--- src/rtl/shift_add_multiplier.sv ---
// rtl/shift_add_multiplier.sv - sequential shift-and-add multiply-accumulate (A*B + addend)
module shift_add_multiplier #(
    parameter int WIDTH = 8
) (
    input  logic                 clk,
    input  logic                 rst,
    input  logic                 start,
    input  logic [WIDTH-1:0]     multiplicand,
    input  logic [WIDTH-1:0]     multiplier,
    input  logic [WIDTH-1:0]     addend,
    output logic                 busy,
    output logic                 done,
    output logic [2*WIDTH-1:0]   product
);

    localparam int PW = 2 * WIDTH;
    localparam int CW = $clog2(WIDTH + 1);
    localparam logic [CW-1:0] LAST_STEP = CW'(WIDTH - 1);

    typedef enum logic [1:0] {
        IDLE = 2'd0,
        RUN  = 2'd1,
        DONE = 2'd2
    } state_t;

    state_t            state;
    logic [PW-1:0]     mcand;
    logic [PW-1:0]     acc;
    logic [PW-1:0]     acc_sum;
    logic [WIDTH-1:0]  mplier;
    logic [CW-1:0]     count;
    logic              accept;

    // Single adder: the partial product for the current multiplier LSB.
    always_comb begin
        acc_sum = acc;
        if (mplier[0]) begin
            acc_sum = acc + mcand;
        end
    end

    // DONE accepts a new start directly so back-to-back ops cost WIDTH+1 cycles.
    assign accept = start && ((state == IDLE) || (state == DONE));

    always_ff @(posedge clk) begin
        if (rst) begin
            state   <= IDLE;
            mcand   <= '0;
            mplier  <= '0;
            acc     <= '0;
            count   <= '0;
            busy    <= 1'b0;
            done    <= 1'b0;
            product <= '0;
        end else begin
            case (state)
                IDLE: begin
                end
                RUN: begin
                    acc    <= acc_sum;
                    mcand  <= mcand << 1;
                    mplier <= mplier >> 1;
                    count  <= count + 1'b1;
                    if (count == LAST_STEP) begin
                        product <= acc_sum;
                        busy    <= 1'b0;
                        done    <= 1'b1;
                        state   <= DONE;
                    end
                end
                DONE: begin
                    done <= 1'b0;
                    if (!start) begin
                        state <= IDLE;
                    end
                end
                default: begin
                    state <= IDLE;
                    busy  <= 1'b0;
                    done  <= 1'b0;
                end
            endcase

            if (accept) begin
                mcand  <= {{WIDTH{1'b0}}, multiplicand};
                mplier <= multiplier;
                acc    <= {{WIDTH{1'b0}}, addend};
                count  <= '0;
                busy   <= 1'b1;
                state  <= RUN;
            end
        end
    end

endmodule

--- config.mk ---
export PLATFORM = sky130hd
export DESIGN_NAME = shift_add_multiplier
export DESIGN_NICKNAME = d
export VERILOG_FILES = /design/src/rtl/shift_add_multiplier.sv
export SDC_FILE = /design/constraint.sdc
export NUM_CORES = 1
export LEC_CHECK = 0
export BUFFER_PORTS_ARGS = -buffer_cell sky130_fd_sc_hd__buf_4
export CORE_ASPECT_RATIO = 0.6
export CORE_MARGIN = 2
export CORE_UTILIZATION = 45
export DETAILED_ROUTE_END_ITERATION = 12
export PLACE_DENSITY_LB_ADDON = 0.08
export SLEW_MARGIN = 20
export SYNTH_ARGS = -nofsm -noshare
export SYNTH_HDL_FRONTEND = slang
export SYNTH_SLANG_ARGS = --single-unit
export TNS_END_PERCENT = 5
--- constraint.sdc ---
create_clock -name clk -period 3.1 [get_ports clk]
set_clock_uncertainty 0.05 [all_clocks]
set_input_delay 0.62 -clock clk [delete_from_list [all_inputs] [get_ports clk]]
set_output_delay 0.62 -clock clk [all_outputs]
set_load 0.01 [all_outputs]
==> reports/qor.csv, run 1 <==
metric;value;unit
drc;0;
syn_nets;428;
grtUsageTotal;23.20;%
setup_viol;0;
ys_warn_count;0;
max_freq;380.8;MHz
diodes;0;
r2r-start;mcand[0];
start_kind;flop;
hold_violations;0;
cts_tree;done;
area_growth;21.26;%
r2r-end;product[12];
hp-start;mplier[4];
grt_max_degree;42;
gp_congestion;0.9811;
cts.sinks;64;
post-place-ws;0.5338;ns
drv_slew;0;
ys_ff_latch;64;
r2r_slack;0.47;ns
arrival;2.78;ns
cts_hold_buf;0;
synth.area.top_cells;dfxtp_1 39%, a21oi_1 7.7%, nand2_1 6.2%;
min_period;2.626;ns
max-cap-violations;0;
fin_hold_ws;0.4035;ns
drive_gt1_share;18.50;%
slew_headroom;67.02;%
startpoint;mcand[0];
multi_input_area;1887;um^2
setup-tns-final;0;ns
worstPathMaxFanout;4;
dpl_cell_area;3686;um^2
path_class;flop to flop;
synth_cells;384;
fill_cells;628;
slowest_stage;fa_1;
cts_buffers;9;
status;complete, no violations;
io_pins;45;
cts.path.max_buffers;2;
first_global_vias;2709;
power.density;513.1;nW/um^2
ff2ff_path_depth;8;
vias_per_cell;5.815;
synth_top_cell_area_share;39.23;%
crit_cells;8;
core-area;6849;um^2
numPortBuffers;44;
critPathTopFamily;compound AO/OA/AOI/OAI gates;
initial_core_util;47.68;%
path_cells;ha_1 > fa_1 > a21o_1 > a221oi_2 > o21bai_1 > or3_1 > a31oi_1 > a21oi_1;
nets;468;
dp_hpwl;6.358;mm
clk-insertion-delay-late;0.33;ns
crit_end;product[12];
path_buf_inv;0;
required;3.25;ns
async_flop_share;0;%
htree_levels;3;
hp-class;flop to flop;
rsz0062_at_grt;no;
grt_pass1_wl;14.37;mm
synth_edf_count;0;
path_clk_slew;0.05;ns
wl_per_cell;17.40;um
rows;23;
cts_setup_buffers;0;
die_w;114.0;um
cts_root_buf;clkbuf_16;
fin_ws;0.4739;ns
grt_overflow;0;
yosys.area.top_type;dfxtp_1;
p_leak;1.606;nW
slowest_delay;0.42;ns
fp.dieH;69.99;um
synth_area;3266;um^2
finalCritPeriodShare;84.71;%
drtAntennaViolNets;0;
final_area;3960;um^2
end_kind;flop;
drt_pass1_iterations;5;
ys.flop_type;dfxtp_1;
register_area;1281;um^2
dieArea;7977;um^2
worstMarginPinSlew;0.4947;ns
ir_drop;0.3622;mV
cts_resized;0;
vias;2989;
ys_seq_area_share;39.23;%
wl;8.946;mm
syn_avg_cell_area;8.504;um^2
drt-initial-drc-count;292;
synth_cell_types;51;
antenna_found_initial;0;
worst min path at each step:
stage / to / cells after the start
2_1_floorplan: done / 1
3_3_place_gp: mplier[3] / 2
3_5_place_dp: mplier[4] / 2
4_1_cts: mplier[4] / 2
5_1_grt: mplier[2] / 2
6_report: mplier[4] / 2
layout make-up:
cell class	count	share of cell area (%)
well taps	87	2.749
multi-input cells	293	47.65
clock buffers	14	6.919
repair buffers	53	10.05
flip-flops and latches	64	32.35
inverters	3	0.2844
power by group:
part           internal (W)  leakage (nW)  switching (W)
Sequential         0.000851         0.520      0.0000271
Clock              0.000598         0.135       0.000335
Combinational     0.0000918         0.951       0.000130
tightest hold or removal path: cells and delay by family, from the launching register on:
family	cells	cell delay, ns
DFF	1	0.30
and+or+nand+nor	1	0.05
AOI/OAI and AO/OA	1	0.05
layout by cell type (no fill, tap or decap), types with 5 or more instances in the layout:
cell type  count
nor3_1         5
xnor2_1        7
buf_4         53
xor2_1         6
ha_1          16
a22oi_1       20
dfxtp_1       64
clkbuf_16      9
a21oi_1       50
a21o_1         5
mux2i_1        7
nand3_1        7
o21ai_0       11
nor2_1        29
a211oi_1       8
nand2_1       54
cells by family after synthesis:
| group | after synthesis | synth area share (%) |
|---|---|---|
| AND/OR/NAND/NOR | 125 | 17.62 |
| buffers and inverters | 27 | 3.142 |
| multiplexers | 8 | 2.490 |
| flip-flops | 64 | 39.23 |
| XOR/XNOR | 13 | 3.487 |
| AO/OA/AOI/OAI | 130 | 27.28 |
| adder cells (fa/ha/maj) | 17 | 6.743 |
flip-flops by register name, indices dropped and copies added (netlist names):
| name | flops |
|---|---|
| mplier | 8 |
| busy | 1 |
| done | 1 |
| mcand | 16 |
| acc | 16 |
| state | 2 |
| product | 16 |
| count | 4 |
stage by stage:
step	std cells	power [W]	utilization, %
final	514	0.002032	57.82
after global routing	514	0.002116	57.82
after CTS	514	0.002047	57.82
after detailed placement	500	0.001110	53.82
after global placement	500	0.001108	53.82
after floorplan	384	0.001029	-
routing by layer:
metal | routed length [um] | vias to the layer above | global-route usage (%)
met5 | 0 | - | 0
met4 | 78 | 0 | 5.556
met3 | 680 | 8 | 7.292
met2 | 3329 | 95 | 28.37
met1 | 4857 | 1399 | 37.65
li1 | - | 1487 | -
synth_stat cells (all sizes together), types with 3 or more instances:
cell,n
a2111oi,3
a211oi,8
a21o,6
a21oi,50
a222oi,4
a22oi,20
a31oi,4
and2,4
buf,4
clkbuf,20
dfxtp,64
ha,16
inv,3
mux2i,7
nand2,54
nand2b,4
nand3,7
nand3b,3
nand4,3
nor2,29
nor2b,4
nor3,5
o211ai,4
o21a,4
o21ai,11
o21bai,3
o31ai,3
or3,3
xnor2,7
xor2,6
Power figures use the tool's default switching activity.
==> run 2, diff against run 1 <==
ABC_AREA = 1   (was unset)
clock period = 2.4 ns   (was 3.1 ns; I/O delays follow)
==> reports/qor.csv, run 2 <==
metric;value;unit;change
synth_cells;562;;was 384
grt_overflow;0;;unchanged
ys_seq_area_share;34.20;%;was 39.23%
yosys.area.top_type;dfxtp_1;;unchanged
ir_drop;0.3509;mV;was 0.3622 mV
max_freq;517.4;MHz;was 380.8 MHz
io_pins;45;;unchanged
final_cell_mix;196 x nand2_1, 67 x inv_1, 64 x dfxtp_1;;was 64 x dfxtp_1, 54 x nand2_1, 53 x buf_4
path_class;flop to flop;;unchanged
drc;0;;unchanged
finalCritPeriodShare;80.54;%;was 84.71%
min_period;1.933;ns;was 2.626 ns
vias_per_cell;4.973;;was 5.815
power.total;0.002792;W;was 0.002032 W
area_growth;16.80;%;was 21.26%
cts_resized;0;;unchanged
ys_ff_latch;64;;unchanged
gp_congestion;0.8927;;was 0.9811
path_cells;ha_1 > fa_1 > or2_2 > o21ai_0 > nor2_1 > o21ai_0 > inv_1;;was ha_1 > fa_1 > a21o_1 > a221oi_2 > o21bai_1 > or3_1 > a31oi_1 > a21oi_1
p_leak;2.127;nW;was 1.606 nW
max-cap-violations;0;;unchanged
initial_core_util;46.96;%;was 47.68%
rows;25;;was 23
setup-tns-final;0;ns;unchanged
cts_setup_buffers;0;;unchanged
drtAntennaViolNets;0;;unchanged
worstMarginPinSlew;0.4958;ns;was 0.4947 ns
ys_warn_count;0;;unchanged
synthMostInstantiatedCell;nand2_1;;was dfxtp_1
power.density;638.0;nW/um^2;was 513.1 nW/um^2
path_common_cell;o21ai_0;;
slowest_delay;0.45;ns;was 0.42 ns
antenna_found_initial;0;;unchanged
dieArea;9095;um^2;was 7977 um^2
clk-insertion-delay-late;0.33;ns;about the same
worstPathMaxFanout;3;;was 4
numPortBuffers;44;;unchanged
synth_top_cell_area_share;34.20;%;was 39.23%
htree_levels;3;;unchanged
hp-class;input port to flop;;was flop to flop
cts_root_buf;clkbuf_16;;unchanged
slew_headroom;66.60;%;was 67.02%
mostFrequentLayoutCell;nand2_1;;was dfxtp_1
rsz0062_at_grt;no;;unchanged
core-area;7976;um^2;was 6849 um^2
synth.area.top_cells;dfxtp_1 34%, nand2_1 20%, inv_1 6.7%;;was dfxtp_1 39%, a21oi_1 7.7%, nand2_1 6.2%
grt_max_degree;40;;was 42
path_clk_slew;0.05;ns;about the same
syn_nets;606;;was 428
slowest_stage;fa_1;;unchanged
drt-initial-drc-count;206;;was 292
drive_gt1_share;16.14;%;was 18.50%
cts_tree;done;;unchanged
fin_hold_ws;0.3590;ns;was 0.4035 ns
synth_area;3746;um^2;was 3266 um^2
status;complete, no violations;;unchanged
drv_slew;0;;unchanged
drt_pass1_iterations;5;;unchanged
cts.path.max_buffers;2;;unchanged
critPathTopFamily;adder cells;;was compound AO/OA/AOI/OAI gates
hold_violations;0;;unchanged
arrival;2.10;ns;was 2.78 ns
required;2.57;ns;was 3.25 ns
nets;647;;was 468
grt_pass1_wl;16.20;mm;was 14.37 mm
grtUsageTotal;23.45;%;was 23.20%
path_buf_inv;1;;was 0
wl_per_cell;13.75;um;was 17.40 um
synth_edf_count;0;;unchanged
cts_buffers;9;;unchanged
synth_common_cells;196 x nand2_1, 67 x inv_1, 64 x dfxtp_1, 54 x nor2_1, 32 x nand3_1;;was 64 x dfxtp_1, 54 x nand2_1, 50 x a21oi_1, 29 x nor2_1
syn_avg_cell_area;6.666;um^2;was 8.504 um^2
vias;3556;;was 2,989
cts_hold_buf;0;;unchanged
first_global_vias;3252;;was 2,709
dp_hpwl;7.276;mm;was 6.358 mm
wl;9.834;mm;was 8.946 mm
async_flop_share;0;%;unchanged
top_regs;acc (16), mcand (16), product (16);;unchanged
die_w;121.8;um;was 114.0 um
fp.dieH;74.68;um;was 69.99 um
ys.flop_type;dfxtp_1;;unchanged
diodes;0;;unchanged
end_kind;flop;;unchanged
synth_cell_types;36;;was 51
start_kind;flop;;unchanged
setup_viol;0;;unchanged
cts.sinks;64;;unchanged
-- run 2: final timing paths --
| kind | start | end | slack [ns] | depth (start not counted) |
|---|---|---|---|---|
| setup / recovery | mcand[0] | acc[1] | 0.47 | 7 |
| hold reg to reg | done | done | 0.41 | 2 |
| setup reg to reg | mcand[0] | acc[1] | 0.47 | 7 |
| hold / removal | multiplier[7] | mplier[7] | 0.36 | 3 |
-- run 2: final cells by class --
cell class,count,area [um^2]
Inverter,74,280.3
Tap cell,108,135.1
Fill cell,814,3601
Sequential cell,64,1281
Timing Repair Buffer,51,382.9
Clock buffer,12,246.5
Clock inverter,3,42.54
Multi-Input combinational cell,403,2007
-- run 2: per-layer routing --
layer  global-route usage [%]  share of wire [%]
met4                    6.769                1.2
met1                    34.89                 54
met5                        0                  0
met2                    33.46                 39
met3                    5.985                5.1
-- run 2: worst reg2reg max path, delay by kind of cell (launching register included) --
| kind | cells | cell delay (ns) |
|---|---|---|
| fa+ha+maj | 2 | 0.68 |
| simple gates | 2 | 0.38 |
| flops | 1 | 0.32 |
| compound gates | 2 | 0.32 |
| buf+inv | 1 | 0.07 |
-- run 2: report_power, final --
group          total [W]  switching (W)  internal (W)
Combinational   0.000365       0.000233      0.000132
Sequential       0.00115      0.0000382       0.00111
Clock            0.00128       0.000457      0.000824
-- run 2: logic make-up (layout without fill, tap and decap cells) --
| logic type | Yosys count | in the layout | synth area share [%] |
|---|---|---|---|
| flip-flops | 64 | 64 | 34.20 |
| AO/OA/AOI/OAI | 69 | 69 | 10.75 |
| AND/OR/NAND/NOR | 312 | 312 | 35.74 |
| multiplexers | 1 | 1 | 0.2672 |
| adder cells (fa/ha/maj) | 17 | 17 | 5.878 |
| buffers and inverters | 95 | 140 | 12.22 |
| XOR/XNOR | 4 | 4 | 0.9354 |
-- run 2: metrics by stage --
step | worst slack, ns | instance area (um^2) | utilization, % | cells
after CTS | 0.4561 | 4375 | 54.85 | 715
after floorplan | 0.6671 | 3746 | - | 562
after detailed placement | 0.4964 | 4086 | 51.23 | 700
after global placement | 0.5345 | 4086 | 51.23 | 700
final | 0.4671 | 4375 | 54.85 | 715
after global routing | 0.3625 | 4375 | 54.85 | 715
